===== config.mk =====
export PLATFORM = sky130hd
export DESIGN_NAME = uart_word_loader
export DESIGN_NICKNAME = d
export VERILOG_FILES = /design/src/rtl/uart_word_loader.sv
export SDC_FILE = /design/constraint.sdc
export NUM_CORES = 1
export LEC_CHECK = 0
export ABC_AREA = 1
export ABC_CLOCK_PERIOD_IN_PS = 3450
export CAP_MARGIN = 20
export CORE_MARGIN = 3
export CORE_UTILIZATION = 35
export CTS_BUF_LIST = sky130_fd_sc_hd__clkbuf_4
export CTS_CLUSTER_DIAMETER = 50
export DETAILED_ROUTE_END_ITERATION = 6
export PLACE_DENSITY_LB_ADDON = 0.2
export SKIP_LAST_GASP = 1
export SLEW_MARGIN = 20
export SYNTH_ARGS = -nofsm -noshare
export SYNTH_HDL_FRONTEND = slang
export SYNTH_SLANG_ARGS = --single-unit

===== constraint.sdc =====
create_clock -name clk -period 3.45 [get_ports clk]
set_input_delay 0.69 -clock clk [delete_from_list [all_inputs] [get_ports clk]]
set_output_delay 0.69 -clock clk [all_outputs]
set_load 0.02 [all_outputs]

===== src/rtl/uart_word_loader.sv =====
// uart_word_loader: bus-side master for the memory-mapped UART register set.
// On start it polls CON, consumes received bytes, assembles a length-prefixed
// little-endian stream (2 length bytes N, then N words of 4 bytes) into 32-bit
// words and writes them to a synchronous memory port at consecutive addresses.
// Ports:
//   reset, clk                 async active-high reset, rising-edge clock
//   start / busy / done        load control and status
//   word_cnt                   words written in the current load
//   mem_we/mem_addr/mem_wdata  memory write port (address wraps silently)
//   uart_CON/uart_CON_read     UART status (bit3 rx done, bit4 tx busy) + clear strobe
//   uart_RXD/uart_RXD_read     received byte in [7:0] + read strobe
//   uart_TXD/uart_TXD_write    echo byte + send strobe
// Optional feature: define UART_LOADER_ECHO_EN to echo every consumed byte back
// through TXD; undefined, TXD and TXD_write are tied to zero.
module uart_word_loader #(
  parameter int ADDR_WIDTH = 10,
  parameter int BASE_ADDR  = 0
) (
  input  logic                  reset,
  input  logic                  clk,
  input  logic                  start,
  output logic                  busy,
  output logic                  done,
  output logic [15:0]           word_cnt,
  output logic                  mem_we,
  output logic [ADDR_WIDTH-1:0] mem_addr,
  output logic [31:0]           mem_wdata,
  input  logic [31:0]           uart_CON,
  output logic                  uart_CON_read,
  input  logic [31:0]           uart_RXD,
  output logic                  uart_RXD_read,
  output logic [31:0]           uart_TXD,
  output logic                  uart_TXD_write
);

  localparam logic [2:0] S_IDLE  = 3'd0;
  localparam logic [2:0] S_LEN   = 3'd1;
  localparam logic [2:0] S_DATA  = 3'd2;
  localparam logic [2:0] S_WRITE = 3'd3;
  localparam logic [2:0] S_DONE  = 3'd4;
`ifdef UART_LOADER_ECHO_EN
  localparam logic [2:0] S_ECHO  = 3'd5;
`endif

  localparam logic [ADDR_WIDTH-1:0] LP_BASE = ADDR_WIDTH'(BASE_ADDR);

  logic [2:0]            r_state;
  logic [1:0]            r_idx;    // byte index within length field / word
  logic [15:0]           r_len;
  logic [31:0]           r_word;
  logic [15:0]           r_cnt;
  logic [ADDR_WIDTH-1:0] r_addr;
`ifdef UART_LOADER_ECHO_EN
  logic [7:0]            r_byte;   // last consumed byte, sent during ECHO
  logic [2:0]            r_ret;    // state to resume once the echo is sent
`endif

  logic       w_take;
  logic [7:0] w_rx;
  logic [2:0] w_after;
  logic       w_unused_bits;

  // A byte is only consumed while actually waiting for one, so the UART's
  // receive-done flag is never cleared without its data being captured.
  assign w_take = ((r_state == S_LEN) || (r_state == S_DATA)) && uart_CON[3];
  assign w_rx   = uart_RXD[7:0];

  assign w_unused_bits = ^{uart_CON[31:5], uart_CON[4], uart_CON[2:0], uart_RXD[31:8]};

  // Where the FSM goes once the current byte is consumed (ignoring echo).
  always_comb begin
    w_after = r_state;
    if (r_state == S_LEN) begin
      if (!r_idx[0]) begin
        w_after = S_LEN;
      end else if ({w_rx, r_len[7:0]} == 16'd0) begin
        w_after = S_DONE;
      end else begin
        w_after = S_DATA;
      end
    end else if (r_state == S_DATA) begin
      w_after = (r_idx == 2'd3) ? S_WRITE : S_DATA;
    end
  end

  always_ff @(posedge clk or posedge reset) begin
    if (reset) begin
      r_state <= S_IDLE;
      r_idx   <= 2'd0;
      r_len   <= 16'd0;
      r_word  <= 32'd0;
      r_cnt   <= 16'd0;
      r_addr  <= '0;
`ifdef UART_LOADER_ECHO_EN
      r_byte  <= 8'd0;
      r_ret   <= S_IDLE;
`endif
    end else begin
      case (r_state)
        S_IDLE, S_DONE: begin
          if (start) begin
            r_state <= S_LEN;
            r_idx   <= 2'd0;
            r_cnt   <= 16'd0;
            r_addr  <= LP_BASE;
          end
        end
        S_LEN, S_DATA: begin
          if (w_take) begin
            if (r_state == S_LEN) begin
              if (!r_idx[0]) r_len[7:0]  <= w_rx;
              else           r_len[15:8] <= w_rx;
              r_idx <= r_idx[0] ? 2'd0 : 2'd1;
            end else begin
              r_word[{r_idx, 3'b000} +: 8] <= w_rx;
              r_idx <= r_idx + 2'd1;
            end
`ifdef UART_LOADER_ECHO_EN
            r_byte  <= w_rx;
            r_ret   <= w_after;
            r_state <= S_ECHO;
`else
            r_state <= w_after;
`endif
          end
        end
`ifdef UART_LOADER_ECHO_EN
        S_ECHO: begin
          // Send happens in the cycle the transmitter reports idle.
          if (!uart_CON[4]) r_state <= r_ret;
        end
`endif
        S_WRITE: begin
          r_cnt   <= r_cnt + 16'd1;
          r_addr  <= r_addr + 1'b1;
          r_state <= ((r_cnt + 16'd1) == r_len) ? S_DONE : S_DATA;
        end
        default: r_state <= S_IDLE;
      endcase
    end
  end

  assign busy          = (r_state != S_IDLE) && (r_state != S_DONE);
  assign done          = (r_state == S_DONE);
  assign word_cnt      = r_cnt;
  assign mem_we        = (r_state == S_WRITE);
  assign mem_addr      = r_addr;
  assign mem_wdata     = r_word;
  assign uart_CON_read = w_take;
  assign uart_RXD_read = w_take;

`ifdef UART_LOADER_ECHO_EN
  assign uart_TXD_write = (r_state == S_ECHO) && !uart_CON[4];
  assign uart_TXD       = (r_state == S_ECHO) ? {24'd0, r_byte} : 32'd0;
`else
  assign uart_TXD_write = 1'b0;
  assign uart_TXD       = 32'd0;
`endif

endmodule


==> summary.txt, run 1 <==
Crit path from: r_state[2]
Worst hold path startpoint: mem_addr[8]
Reg clk slew, reported paths: 0.12 ns
Post-Synth Adder-Cell Area: 0.01957
Worst r2r src: r_idx[0]
Port Buffers: 74
Chip Height: 119.1 µm
Area delta synth->final: 21.64%
Mapped Area: 0.004474 mm²
Rows: 40
Max Fclk: 333.2 MHz
Xor/xnor share of the synthesized area: 0.003915
Max Cap Viol: 0
Crit end category: output pin
H-tree lvl count: 3
I/O pins: 163
Largest net degree at the start of global routing: 60
Die Width: 119.1 µm
CP Class: reg -> out
Post-route cell area: 0.005443 mm²
TritonCTS clock tree: built
DR iter-0 viols: 215
Initial Utilization: 0.3649
Antenna violations before repair: 0
Power Density: 636.7 mW/mm²
WP data arrival: 2.31 ns
Async S/R FF share, synth: 1.000
Gr ovfl total: 0
Fin Hold WS: 0.5035 ns
Final wirelength: 11.48 mm
Final core occ: 0.4439
GRT met2 Usage: 0.2635
DR vias: 4041
Ant. Diodes: 0
Hold-fix buffer count after cts: 0
Dominant synthesized flop cell: dfrtp_1
First-pass GRT wire length: 19.23 mm
Global placement routability congestion: 0.7970
Clock tree buffer depth: 2
Max-slew headroom: 0.4663
Post-DP HPWL: 8.337 mm
Leakage: 2.613 nW
Multi-input combinational cell area: 0.002012 mm²
Final hold violation count: 0
DR pass1 iterations: 5
DIE AREA: 0.01418 mm²
RSZ-0062 raised after global routing: no
Largest family of logic cells by synthesized area: simple AND/OR/NAND/NOR gates
Status: complete, no violations
#FFs+latches synth: 79
Vias in the first global route: 3891
Setup bufs post-CTS: 0
Reg area: 0.001977 mm²
TritonCTS Buffers: 9
Number of synthesized flops with an enable pin: 0
Met1 usage: 0.2256
Yosys warning count: 0
Dpl cells: 816
Crit share post-route: 0.8699
Synth cell types: 31
Setup-failing EPs final: 0
Clock tree sinks: 79
Overall power: 3.466 mW
GRT Total Usage: 0.1657
HP Class: reg -> reg
Worst-skew pair later-pin latency: 0.46 ns
Place WS: 0.5497 ns
Core area: 0.01226 mm²
Synth Area in Simple Gates: 0.2869
Clk root buf: clkbuf_4
Count of final max-slew check failures: 0
# resized after CTS: 0
Wirelength per Cell: 13.80 µm
Layout cells sized above 1: 0.05572
# DRC: 0
Multiplexer share of the synthesized area: 0.002517
Placed Area: 0.005256 mm²
Fill count: 1263
Drt via density: 4.857
Synth Area in Compound Gates: 0.1091
Worst slew pin tran: 0.7988 ns
Critical Path Source Type: flip-flop
Clock skew: 0.02895 ns
Fin crit period: 3.001 ns
Post-route non-filler standard cell count: 832
Part of the Yosys area used for sequential elements: 0.4418
Avg Synthesized Cell Area: 7.609 µm²
Final setup margin: 0.4488 ns
Global route hottest layer: met2
Req. time, crit path: 2.76 ns
Worst VDD drop: 0.2701 mV
Final setup TNS: 0 ns
Largest fanout on the critical path: 6
Grt met3 use: 0.03989
Remaining antenna violation count: 0
Final net count: 733
Syn Inst Count: 588
## kinds of logic (layout without fill, tap and decap cells)
group | after synthesis | count (layout)
adder cells (fa/ha/maj) | 7 | 7
buffers and inverters | 125 | 169
XOR/XNOR | 2 | 2
AO/OA/AOI/OAI | 91 | 91
flip-flops | 79 | 79
AND/OR/NAND/NOR | 282 | 282
multiplexers | 1 | 1
other | 1 | 33
## cells in the mapped netlist (2+ instances only)
master	instances	share of area
nand2_1	151	0.13
dfrtp_1	79	0.44
inv_1	75	0.063
o21ai_0	59	0.066
nand3_1	58	0.065
buf_4	35	0.059
nand4_1	27	0.038
nor2_1	26	0.022
o22ai_1	13	0.018
a21oi_1	9	0.010
clkbuf_1	9	0.0075
ha_1	7	0.020
o21ai_1	6	0.0067
buf_2	4	0.0045
nor2_2	4	0.0056
nor2_4	4	0.010
nor3_1	4	0.0045
nand2_2	3	0.0042
inv_2	2	0.0017
nor3_2	2	0.0045
## worst max-delay path, cell delays in order, from the launching register on
cell and delay, ns:
dfrtp_1 0.49, nor3_2 0.32, inv_2 0.08, nand2_1 0.09
inv_1 0.07, nor2_1 0.18, clkdlybuf4s50_1 0.65
## layout by cell type (no fill, tap or decap), drive strengths merged
cell,instances
a21oi,9
buf,2
bufinv,3
clkbuf,9
clkdlybuf4s50,74
clkinv,1
clkinvlp,1
conb,33
dfrtp,79
ha,7
inv,79
mux2,1
nand2,154
nand3,58
nand3b,1
nand4,27
nor2,34
nor3,7
nor3b,1
o21a,1
o21ai,66
o22ai,14
o31ai,1
xnor2,1
xor2,1
## layout make-up
cell class / instances / area share
Clock buffer: 9 / 0.01241
Sequential cell: 79 / 0.3632
Multi-Input combinational cell: 416 / 0.3697
Tap cell: 168 / 0.03862
Inverter: 77 / 0.05310
Timing Repair Buffer: 76 / 0.1411
Clock inverter: 7 / 0.02184
## power by group
| group | total, mW | internal [mW] | switching [mW] |
|---|---|---|---|
| Combinational | 1.42 | 0.490 | 0.933 |
| Clock | 0.730 | 0.369 | 0.361 |
| Sequential | 1.31 | 1.13 | 0.186 |
| Total | 3.47 | 1.99 | 1.48 |
## worst paths after layout
check	to	slack, ns	cells past startpoint
setup / recovery	uart_CON_read	0.45	6
hold / removal	mem_addr[8]	0.50	1
setup reg to reg	mem_wdata[20]	0.93	6
hold reg to reg	mem_addr[8]	0.50	1
max in group asynchronous	word_cnt[1]	2.20	3
min in group asynchronous	mem_wdata[13]	0.54	2
## sequential cells by signal, indices dropped and copies added (netlist names)
register   count
mem_addr      10
r_len         16
mem_wdata     32
word_cnt      16
r_idx          2
r_state        3
## routing by layer
layer,vias up,part of all wire
met3,12,0.052
met2,99,0.46
met5,-,0
met1,1929,0.47
li1,2001,-
met4,0,0.011
(Power assumes the default switching activity.)
==> inputs of run 2 (changes only) <==
--- a/config.mk
+++ b/config.mk
@@ -8,7 +8,7 @@
 export ABC_AREA = 1
 export ABC_CLOCK_PERIOD_IN_PS = 3450
 export CAP_MARGIN = 20
-export CORE_MARGIN = 3
+export CORE_MARGIN = 1
 export CORE_UTILIZATION = 35
 export CTS_BUF_LIST = sky130_fd_sc_hd__clkbuf_4
 export CTS_CLUSTER_DIAMETER = 50
==> run 2 against run 1 <==
Global-route usage grew 1.7 points; non-clock buffer count grew 2; fmax shrank 3.2%; setup slack lost 0.10 ns; critical path depth is the same; sequential power is essentially flat; sequential share of layout area grew 0.24 points; power shrank 3.4%; clock power shrank 17%; critical path type unchanged; critical endpoint unchanged; highest routed layer unchanged.
==> summary.txt, run 2 (same netlist as run 1, synthesis figures left out) <==
DR iter-0 viols: 226 (+5.1%)
Final wirelength: 11.32 mm (-1.5%)
Initial Utilization: 0.3664 (+0.001495)
Worst VDD drop: 0.2835 mV (+5.0%)
Fin crit period: 3.101 ns (+0.09955 ns)
First-pass GRT wire length: 18.81 mm (-2.2%)
Status: complete, no violations
Largest fanout on the critical path: 6 (unchanged)
Max Fclk: 322.5 MHz (-3.2%)
Vias in the first global route: 3888 (-0.077%)
Placed Area: 0.005259 mm² (about the same)
H-tree lvl count: 3 (unchanged)
Final core occ: 0.4427 (-0.001153)
Fin Hold WS: 0.5225 ns (+0.01903 ns)
DR vias: 3994 (-1.2%)
Critical Path Source Type: flip-flop
Power Density: 618.9 mW/mm² (-2.8%)
Commonest non-fill, non-tap cell in the layout: nand2_1
Req. time, crit path: 2.76 ns (about the same)
Global placement routability congestion: 0.7799 (-2.1%)
Clk root buf: clkbuf_4
CP Class: reg -> out
Port Buffers: 74 (unchanged)
Final setup TNS: 0 ns (unchanged)
Drt via density: 4.789 (-1.4%)
Crit end category: output pin
Final setup margin: 0.3492 ns (-0.09955 ns)
Ant. Diodes: 0 (unchanged)
Crit-path cells: nor3_2, inv_2, nand2_1, inv_1, nor2_1, clkdlybuf4s50_1
Area delta synth->final: 20.83%
Crit share post-route: 0.8988 (+0.02886)
Worst-skew pair later-pin latency: 0.46 ns (about the same)
Rows: 40 (unchanged)
Chip Height: 115.1 µm (-3.4%)
Max Cap Viol: 0 (unchanged)
GRT Total Usage: 0.1828 (+0.01709)
Gr ovfl total: 0 (unchanged)
Core area: 0.01221 mm² (-0.41%)
Leakage: 2.602 nW (-0.41%)
Largest net degree at the start of global routing: 37 (-38%)
Clock tree buffer depth: 2 (unchanged)
Slowest CP cell: clkdlybuf4s50_1
Wirelength per Cell: 13.57 µm (-1.7%)
Commonest cells after routing, fill and taps aside: nand2_1 (151), dfrtp_1 (79), inv_1 (74), clkdlybuf4s50_1 (74), o21ai_0 (59)
Layout cells sized above 1: 0.06006 (+0.004337)
I/O pins: 163 (unchanged)
Dpl cells: 818 (+0.25%)
Clock tree sinks: 79 (unchanged)
Overall power: 3.346 mW (-3.4%)
HP Class: reg -> reg
RSZ-0062 raised after global routing: no
# DRC: 0 (unchanged)
Setup-failing EPs final: 0 (unchanged)
Max incr delay on CP: 0.65 ns (about the same)
TritonCTS clock tree: built
Post-route non-filler standard cell count: 834 (+0.24%)
DIE AREA: 0.01324 mm² (-6.6%)
Clock skew: 0.01593 ns (-0.01302 ns)
Count of final max-slew check failures: 0 (unchanged)
Max reg flops: 32 (unchanged)
Max-slew headroom: 0.4413 (-0.02502)
Setup bufs post-CTS: 0 (unchanged)
Die Width: 115.1 µm (-3.4%)
Worst slew pin tran: 0.8363 ns (+0.03745 ns)
Final hold violation count: 0 (unchanged)
Final net count: 735 (+0.27%)
Post-DP HPWL: 8.290 mm (-0.57%)
DR pass1 iterations: 4 (-1)
TritonCTS Buffers: 9 (unchanged)
WP data arrival: 2.41 ns (+0.10 ns)
Remaining antenna violation count: 0 (unchanged)
# resized after CTS: 0 (unchanged)
Fill count: 1256 (-0.55%)
Reg clk slew, reported paths: 0.13 ns (about the same)
Post-route cell area: 0.005406 mm² (-0.67%)
Hold-fix buffer count after cts: 0 (unchanged)
Antenna violations before repair: 0 (unchanged)
Place WS: 0.5345 ns (-0.01518 ns)
[run 2: cell types whose count changed in the layout (fill, tap and decap cells not counted), sizes merged]
| cell | delta |
|---|---|
| inv | +1 |
| bufinv | -2 |
| buf | +2 |
| clkinv | +1 |
[run 2: power breakdown]
group          total (mW)  leakage, nW  switching [mW]  internal [mW]
registers            1.31         1.07           0.186           1.13
clock network       0.604       0.0788           0.374          0.231
logic                1.43         1.45           0.940          0.490
[run 2: path summary, 6_finish.rpt]
kind	depth (start not counted)	end	slack, ns	startpoint
max reg2reg	5	mem_wdata[3]	0.94	r_idx[0]
min reg2reg	2	r_len[2]	0.52	r_len[2]
max in group asynchronous	3	r_len[2]	2.18	reset
min in group asynchronous	2	mem_wdata[2]	0.57	reset
min	2	r_len[2]	0.52	r_len[2]
max	6	uart_CON_read	0.35	r_state[2]
[run 2: final cells by class]
class,count,area (µm²),share of cell area
clock buffers,9,67.56,0.01250
clock inverters,7,80.08,0.01481
well taps,168,210.2,0.03888
repair buffers,78,770.7,0.1426
inverters,77,289.0,0.05346
flip-flops and latches,79,1977,0.3657
multi-input cells,416,2012,0.3721
[run 2: routing by layer]
| metal | part of all wire | wire (µm) | vias up | global-route usage |
|---|---|---|---|---|
| met1 | 0.47 | 5347 | 1878 | 0.2436 |
| met5 | 0 | 0 | - | 0 |
| met2 | 0.47 | 5274 | 96 | 0.2892 |
| met4 | 0.014 | 153 | 0 | 0.05108 |
| li1 | - | - | 2005 | - |
| met3 | 0.048 | 540 | 15 | 0.05324 |
[run 2: critical path, delay by kind of cell (launching register included)]
family                 cells  cell delay [ns]
buffers and inverters      3             0.83
DFF                        1             0.50
and+or+nand+nor            3             0.64
